==> src/rtl/avalon_mm_regfile.sv <==
// Avalon-MM register file in front of a start/done compute core: RW operand words,
// RO result words captured on completion, and CTRL/STATUS with a bounded BUSY phase.
module avalon_mm_regfile #(
  parameter int NUM_REGS = 16,
  parameter int ADDR_W   = $clog2(NUM_REGS),
  parameter int NUM_RW   = 8,
  parameter int NUM_RO   = 4,
  parameter int TIMEOUT  = 1024,
  parameter int EXP_HI   = 4,
  parameter int EXP_LO   = 7
) (
  input  logic                 CLK,
  input  logic                 RESET,
  input  logic                 AVL_CS,
  input  logic                 AVL_READ,
  input  logic                 AVL_WRITE,
  input  logic [3:0]           AVL_BYTE_EN,
  input  logic [ADDR_W-1:0]    AVL_ADDR,
  input  logic [31:0]          AVL_WRITEDATA,
  output logic [31:0]          AVL_READDATA,
  output logic                 AVL_READDATAVALID,
  output logic [NUM_RW*32-1:0] CORE_OPERANDS,
  output logic                 CORE_START,
  input  logic                 CORE_DONE,
  input  logic [NUM_RO*32-1:0] CORE_RESULT,
  output logic [31:0]          EXPORT_DATA,
  output logic [1:0]           DBG_STATE
);

  localparam int CTRL_ADDR = NUM_REGS - 2;
  localparam int STAT_ADDR = NUM_REGS - 1;
  localparam int CNT_W     = (TIMEOUT > 1) ? $clog2(TIMEOUT + 1) : 1;

  typedef enum logic [1:0] {
    S_IDLE = 2'd0,
    S_BUSY = 2'd1,
    S_DONE = 2'd2
  } state_t;

  state_t           r_state;
  logic [CNT_W-1:0] r_cnt;
  logic             r_start;
  logic             r_st_done;
  logic             r_st_ovr;
  logic             r_st_wrl;
  logic             r_st_to;
  logic [31:0]      r_rw [NUM_RW];
  logic [31:0]      r_ro [NUM_RO];
  logic [31:0]      r_rdata;
  logic             r_rvalid;

  logic             w_wr;
  logic             w_rd;
  logic             w_wr_rw;
  logic             w_wr_rw_ok;
  logic             w_wr_stat;
  logic             w_start_req;
  logic             w_clr_done;
  logic             w_clr_ovr;
  logic             w_clr_wrl;
  logic             w_clr_to;
  logic             w_capture;
  logic             w_timeout;
  logic [CNT_W-1:0] w_cnt_inc;
  logic [31:0]      w_bemask;
  logic [31:0]      w_status;
  logic [31:0]      w_words [NUM_REGS];

  assign w_wr        = AVL_CS & AVL_WRITE;
  assign w_rd        = AVL_CS & AVL_READ;
  assign w_wr_rw     = w_wr && (AVL_ADDR < ADDR_W'(NUM_RW));
  assign w_wr_rw_ok  = w_wr_rw && (r_state != S_BUSY);
  assign w_wr_stat   = w_wr && (AVL_ADDR == ADDR_W'(STAT_ADDR));
  assign w_start_req = w_wr && (AVL_ADDR == ADDR_W'(CTRL_ADDR)) && AVL_BYTE_EN[0] && AVL_WRITEDATA[0];
  assign w_clr_done  = w_wr_stat && AVL_BYTE_EN[0] && AVL_WRITEDATA[0];
  assign w_clr_ovr   = w_wr_stat && AVL_BYTE_EN[0] && AVL_WRITEDATA[2];
  assign w_clr_wrl   = w_wr_stat && AVL_BYTE_EN[0] && AVL_WRITEDATA[3];
  assign w_clr_to    = w_wr_stat && AVL_BYTE_EN[0] && AVL_WRITEDATA[4];
  assign w_capture   = (r_state == S_BUSY) && CORE_DONE;
  assign w_cnt_inc   = r_cnt + CNT_W'(1);
  // CORE_DONE on the expiry cycle wins, so the timeout only fires without it.
  assign w_timeout   = (TIMEOUT != 0) && !CORE_DONE && (w_cnt_inc == CNT_W'(TIMEOUT));
  assign w_bemask    = {{8{AVL_BYTE_EN[3]}}, {8{AVL_BYTE_EN[2]}}, {8{AVL_BYTE_EN[1]}}, {8{AVL_BYTE_EN[0]}}};
  assign w_status    = {27'd0, r_st_to, r_st_wrl, r_st_ovr, (r_state == S_BUSY), r_st_done};

  for (genvar g = 0; g < NUM_REGS; g++) begin : g_words
    if (g < NUM_RW) begin : g_rw
      assign w_words[g] = r_rw[g];
    end else if (g < NUM_RW + NUM_RO) begin : g_ro
      assign w_words[g] = r_ro[g - NUM_RW];
    end else if (g == STAT_ADDR) begin : g_stat
      assign w_words[g] = w_status;
    end else begin : g_zero
      assign w_words[g] = '0;
    end
  end

  for (genvar g = 0; g < NUM_RW; g++) begin : g_ops
    assign CORE_OPERANDS[(NUM_RW-1-g)*32 +: 32] = r_rw[g];
  end

  assign EXPORT_DATA       = {w_words[EXP_HI][31:16], w_words[EXP_LO][15:0]};
  assign CORE_START        = r_start;
  assign AVL_READDATA      = r_rdata;
  assign AVL_READDATAVALID = r_rvalid;
  assign DBG_STATE         = r_state;

  // Clears are applied first so that a same-cycle set (DONE capture, lock, overrun) wins.
  always_ff @(posedge CLK) begin
    if (RESET) begin
      r_state   <= S_IDLE;
      r_cnt     <= '0;
      r_start   <= 1'b0;
      r_st_done <= 1'b0;
      r_st_ovr  <= 1'b0;
      r_st_wrl  <= 1'b0;
      r_st_to   <= 1'b0;
    end else begin
      r_start <= 1'b0;
      if (w_clr_done) r_st_done <= 1'b0;
      if (w_clr_ovr)  r_st_ovr  <= 1'b0;
      if (w_clr_wrl)  r_st_wrl  <= 1'b0;
      if (w_clr_to)   r_st_to   <= 1'b0;
      if (w_wr_rw && (r_state == S_BUSY)) r_st_wrl <= 1'b1;
      case (r_state)
        S_IDLE, S_DONE: begin
          if (w_start_req) begin
            r_state   <= S_BUSY;
            r_start   <= 1'b1;
            r_st_done <= 1'b0;
            r_cnt     <= '0;
          end else if ((r_state == S_DONE) && w_clr_done) begin
            r_state <= S_IDLE;
          end
        end
        S_BUSY: begin
          if (w_start_req) r_st_ovr <= 1'b1;
          if (CORE_DONE) begin
            r_st_done <= 1'b1;
            r_state   <= S_DONE;
          end else if (w_timeout) begin
            r_st_to <= 1'b1;
            r_state <= S_IDLE;
          end else begin
            r_cnt <= w_cnt_inc;
          end
        end
        default: r_state <= S_IDLE;
      endcase
    end
  end

  // Reads have a fixed one-cycle latency: READDATAVALID marks the single cycle in
  // which READDATA carries the word addressed at the previous edge; otherwise both are 0.
  always_ff @(posedge CLK) begin
    if (RESET) begin
      for (int i = 0; i < NUM_RW; i++) r_rw[i] <= '0;
      for (int j = 0; j < NUM_RO; j++) r_ro[j] <= '0;
      r_rdata  <= '0;
      r_rvalid <= 1'b0;
    end else begin
      for (int i = 0; i < NUM_RW; i++) begin
        if (w_wr_rw_ok && (AVL_ADDR == ADDR_W'(i))) begin
          r_rw[i] <= (r_rw[i] & ~w_bemask) | (AVL_WRITEDATA & w_bemask);
        end
      end
      if (w_capture) begin
        for (int j = 0; j < NUM_RO; j++) r_ro[j] <= CORE_RESULT[(NUM_RO-1-j)*32 +: 32];
      end
      r_rvalid <= w_rd;
      r_rdata  <= w_rd ? w_words[AVL_ADDR] : '0;
    end
  end

endmodule

==> config.mk <==
export PLATFORM = sky130hd
export DESIGN_NAME = avalon_mm_regfile
export DESIGN_NICKNAME = d
export VERILOG_FILES = /design/src/rtl/avalon_mm_regfile.sv
export SDC_FILE = /design/constraint.sdc
export NUM_CORES = 1
export LEC_CHECK = 0
export ABC_AREA = 0
export CAP_MARGIN = 20
export CORE_MARGIN = 3
export CORE_UTILIZATION = 31
export DETAILED_ROUTE_END_ITERATION = 16
export DONT_BUFFER_PORTS = 1
export SLEW_MARGIN = 20
export SYNTH_ARGS = -nofsm -noshare
export SYNTH_HDL_FRONTEND = slang
export SYNTH_SLANG_ARGS = --single-unit
==> constraint.sdc <==
create_clock -name CLK -period 6.2 [get_ports CLK]
set_clock_uncertainty 0.1 [all_clocks]
set_input_delay 0.93 -clock CLK [delete_from_list [all_inputs] [get_ports CLK]]
set_output_delay 0.93 -clock CLK [all_outputs]
set_load 0.02 [all_outputs]
Yosys cells after proc, flatten, opt, wreduce, memory -nomap -nowiden

Memories as Yosys holds them, arrays and structs flattened.
Cells that the tools add are included.

Logic and storage cells: 167
Input bits: 174
Bits in writable memories: 384
Bits in registers: 51
Output and inout bits: 324
Memories kept: 2

Bitwise logic cells: 35
Magnitude comparators: 2
Reductions and logical operators: 33
$add $sub $neg: 1
Mux-type cells: 67
Equality and inequality tests: 18

Memory list:

| name | depth | width | rd ports | clocked after memory_dff | write ports | line | RTL |
|---|---|---|---|---|---|---|---|
| r_rw | 8     | 32    | 8        | 0                        | 8           | 47   | `logic [31:0] r_rw [NUM_RW];` |
| r_ro | 4     | 32    | 4        | 0                        | 4           | 48   | `logic [31:0] r_ro [NUM_RO];` |

Operators by type and width:

| cell                                                             | count |
|---|---|
| 32-bit 2-to-1 mux                                                | 14 |
| 32-bit AND                                                       | 9 |
| 32-bit OR                                                        | 8 |
| 32-bit binary-select mux with 4-bit select                       | 1 |
| 1-bit 2-to-1 mux                                                 | 42 |
| 11-bit 2-to-1 mux                                                | 3 |
| 32-bit inverter                                                  | 1 |
| 1-bit logical AND                                                | 23 |
| 11-bit one-hot mux with 2 select lines                           | 1 |
| 4-bit by 3-bit == test with 1-bit output (second input constant) | 4 |
| 1-bit OR                                                         | 12 |
| 11-bit by 1-bit adder with 11-bit output (second input constant) | 1 |
| 11-bit == test (second input constant)                           | 1 |
| 4-bit by 2-bit == test with 1-bit output (second input constant) | 2 |
| 4-bit == test (second input constant)                            | 2 |
| 2-bit 2-to-1 mux                                                 | 4 |
| 2-bit != test (second input constant)                            | 3 |
| 3-bit != test (second input constant)                            | 2 |
| 2-bit OR reduction                                               | 3 |
| 5-bit greater-or-equal comparator (second input constant)        | 1 |
| 4-bit inverter with 5-bit output                                 | 1 |
| 4-bit by 1-bit == test with 1-bit output (second input constant) | 1 |
| 4-bit logical NOT                                                | 1 |
| 4-bit less-than comparator (second input constant)               | 1 |
| other kinds (12)                                                 | 15 |

Longest topological paths before layout

Word-level depth: 8
Mapped depth: 8
Mapped depth without buffers: 7

Least setup slack after synthesis

Ideal clock, no wire load.

Path kind: input to register
From: input AVL_ADDR[0]
To: memory r_rw[7][4], in the netlist r_rw[1][100] (enable)
Path buffers: 3
Slack: 1,529 ps
Library setup time: 466 ps
Stages: 5
Arrival: 4,106 ps
Path through: clkbuf_1 buf_2 clkbuf_1 nand2_1 o21ai_0

RTL lines:

| element         | line | RTL |
|---|---|---|
| start, declared | 18   | `input logic [ADDR_W-1:0] AVL_ADDR,` |
| end, declared   | 47   |  |

==> results.sh <==
export IMPL_synth_ff_type="edfxtp_1"
export IMPL_final_common_cell="edfxtp_1"
export IMPL_portBuffers=0
export IMPL_tightest_slew_ns=1.07
export IMPL_track_usage=0.191
export IMPL_initialDrtViolationCount=1312
export IMPL_crit_start="DBG_STATE[0]"
export IMPL_yosysTopAreaCell="edfxtp_1"
export IMPL_crit_required_ns=6.31
export IMPL_cp_end_kind="register"
export IMPL_crit_path_max_fanout=52
export IMPL_r2r_start="DBG_STATE[0]"
export IMPL_final_setup_viol_count=0
export IMPL_regArea_um2=12600
export IMPL_syn_instance_count=1648
export IMPL_fp_dieW_um=266
export IMPL_place_gp_congestion=0.879
export IMPL_nFillCells=6488
export IMPL_yosys_top_cells_area="edfxtp_1 55%, mux4_2 10%, nand2b_1 7.8%"
export IMPL_grt_start_max_net_pins=129
export IMPL_r2r_end="r_ro[2][10]"
export IMPL_hold_path_class="in -> reg"
export IMPL_die_area_um2=70600
export IMPL_postCtsSetupBuffers=0
export IMPL_grt_pass1_wl_mm=98.7
export IMPL_clk_path_buf_depth=3
export IMPL_place_ws_ns=2.80
export IMPL_fin_nets=1732
export IMPL_clock_root_buffer="clkbuf_16"
export IMPL_cts_buffers=50
export IMPL_power_density_nw_per_um2=298
export IMPL_post_cts_resized=0
export IMPL_cts_sink_count=435
export IMPL_clk_insertion_delay_late_ns=0.59
export IMPL_antenna_found_initial=5
export IMPL_min_delay_worst_endpoint="r_st_ovr"
export IMPL_holdBufCountCts=0
export IMPL_die_height_um=266
export IMPL_hold_viol=0
export IMPL_status="completed"
export IMPL_cp_start_kind="register"
export IMPL_rows=94
export IMPL_synth_area_um2=20900
export IMPL_yosysUniqueCellTypes=44
export IMPL_cp_arrival_ns=3.54
export IMPL_synth_top_area_share=0.551
export IMPL_yosysSeqAreaShare=0.600
export IMPL_p_leak_nw=7.71
export IMPL_finalMaxSlewViolations=0
export IMPL_syn_nets=1824
export IMPL_holdPathStages=1
export IMPL_multi_input_area_um2=7710
export IMPL_htree_num_levels=2
export IMPL_start_util=0.315
export IMPL_routed_wl_mm=70.5
export IMPL_detail_route_first_pass_iterations=7
export IMPL_dp_hpwl_mm=47.0
export IMPL_drcViolationCount=0
export IMPL_design_core_area_um2=66300
export IMPL_layout_area_overhead_vs_synth_pct=10.1
export IMPL_maxCapViolCount=0
export IMPL_clk_pin_slew_ns=0.06
export IMPL_ioPinCount=498
export IMPL_fmax_ghz=0.292
export IMPL_critical_path_class="reg -> reg"
export IMPL_rr_worst_depth=4
export IMPL_gr_total_overflow=0
export IMPL_ys_ff_latch=435
export IMPL_grt_pass1_vias=13362
export IMPL_vdd_drop_max_mv=0.184
export IMPL_ys_warn_count=0
export IMPL_synth_edff_count=384
export IMPL_drive_gt1_frac=0.130
export IMPL_mostFrequentLayoutCells="384 x edfxtp_1, 291 x a21oi_1, 262 x nand2b_1"
export IMPL_slew_headroom=0.287
export IMPL_totalNegativeSetupSlack_ns=0
export IMPL_fin_crit_sh=0.553
export IMPL_antenna_left=0
export IMPL_via_count=13457
export IMPL_min_period_ns=3.43
export IMPL_setup_ws_ns=2.77
export IMPL_cts_tree="done"
export IMPL_vias_per_cell=5.47
export IMPL_avgSynthCellArea_um2=12.7
export IMPL_post_drt_wl_per_cell_um=28.6
export IMPL_hold_start="RESET"
export IMPL_rrSetupSlack_ns=2.77
export IMPL_grt_setup_unrepaired="false"
export IMPL_async_reset_ff_frac=0
## logic make-up after synthesis
logic type	count (synthesis)	share of synthesized area
AO/OA/AOI/OAI	341	0.0862
XOR/XNOR	1	0.000419
adder cells (fa/ha/maj)	2	0.00120
flip-flops	435	0.600
buffers and inverters	159	0.0352
multiplexers	123	0.116
AND/OR/NAND/NOR	587	0.161
## Yosys cell counts (all sizes together) (10+ instances only)
library cell,number
o21ai,13
mux2i,27
nand2b,262
nor3,10
dfxtp,51
a21oi,292
and2,130
buf,59
nor2b,17
mux4,96
nor2,71
clkbuf,96
edfxtp,384
nand2,66
a211oi,15
## worst max-delay path: stages, from the launching register on
cell     delay (ns)
dfxtp_1        0.58
nor2b_1        0.63
nand2_1        0.37
nand2_4        0.61
buf_4          0.65
## stage by stage
stage          std cells  power (W)  hold slack [ns]  utilization  cell area (µm²)
2_1_floorplan       1648    0.00389            0.345            -            20900
3_3_place_gp        2368    0.00398            0.382        0.323            21400
3_5_place_dp        2368    0.00399            0.396        0.323            21400
4_1_cts             2458    0.00693            0.287        0.347            23000
5_1_grt             2459    0.00709            0.303        0.347            23000
6_report            2460    0.00686            0.351        0.347            23000
## power by group
group / switching (W) / total (W) / leakage (nW) / internal, W
logic: 0.000217 / 0.000385 / 2.56 / 0.000169
registers: 0.000235 / 0.00354 / 4.37 / 0.00331
clock network: 0.00127 / 0.00294 / 0.778 / 0.00167
## layout make-up
cell class	count	share of cell area
multi-input cells	1054	0.335
clock buffers	60	0.0582
clock inverters	30	0.0106
inverters	4	0.000652
diodes	2	0.000217
flip-flops and latches	435	0.545
repair buffers	11	0.00358
well taps	864	0.0469
## registers in the layout, indices dropped and copies added (netlist names)
name / count
r_rw: 256
CORE_START: 1
r_ro: 128
r_st_ovr: 1
AVL_READDATA: 32
r_st_wrl: 1
AVL_READDATAVALID: 1
r_cnt: 11
r_st_to: 1
r_st_done: 1
DBG_STATE: 2
## per-layer routing
layer  wire length, µm  GRT usage  up-vias
met2             32900      0.305      727
met4              2030     0.0624        0
met5                 0          0        -
li1                  -          -     5824
met1             28100      0.242     6776
met3              7400     0.0689      130
## worst max-delay path by stage
stage          cells after the start  slack (ns)            to
3_3_place_gp                       4        2.92   r_ro[2][13]
3_5_place_dp                       4        2.80   r_ro[0][13]
4_1_cts                            4        2.80   r_ro[3][11]
6_report                           4        2.77   r_ro[2][10]
5_1_grt                            4        2.59   r_ro[3][10]
2_1_floorplan                      5        1.53  r_rw[1][100]
Note: power is estimated with default switching activity, not from simulation.
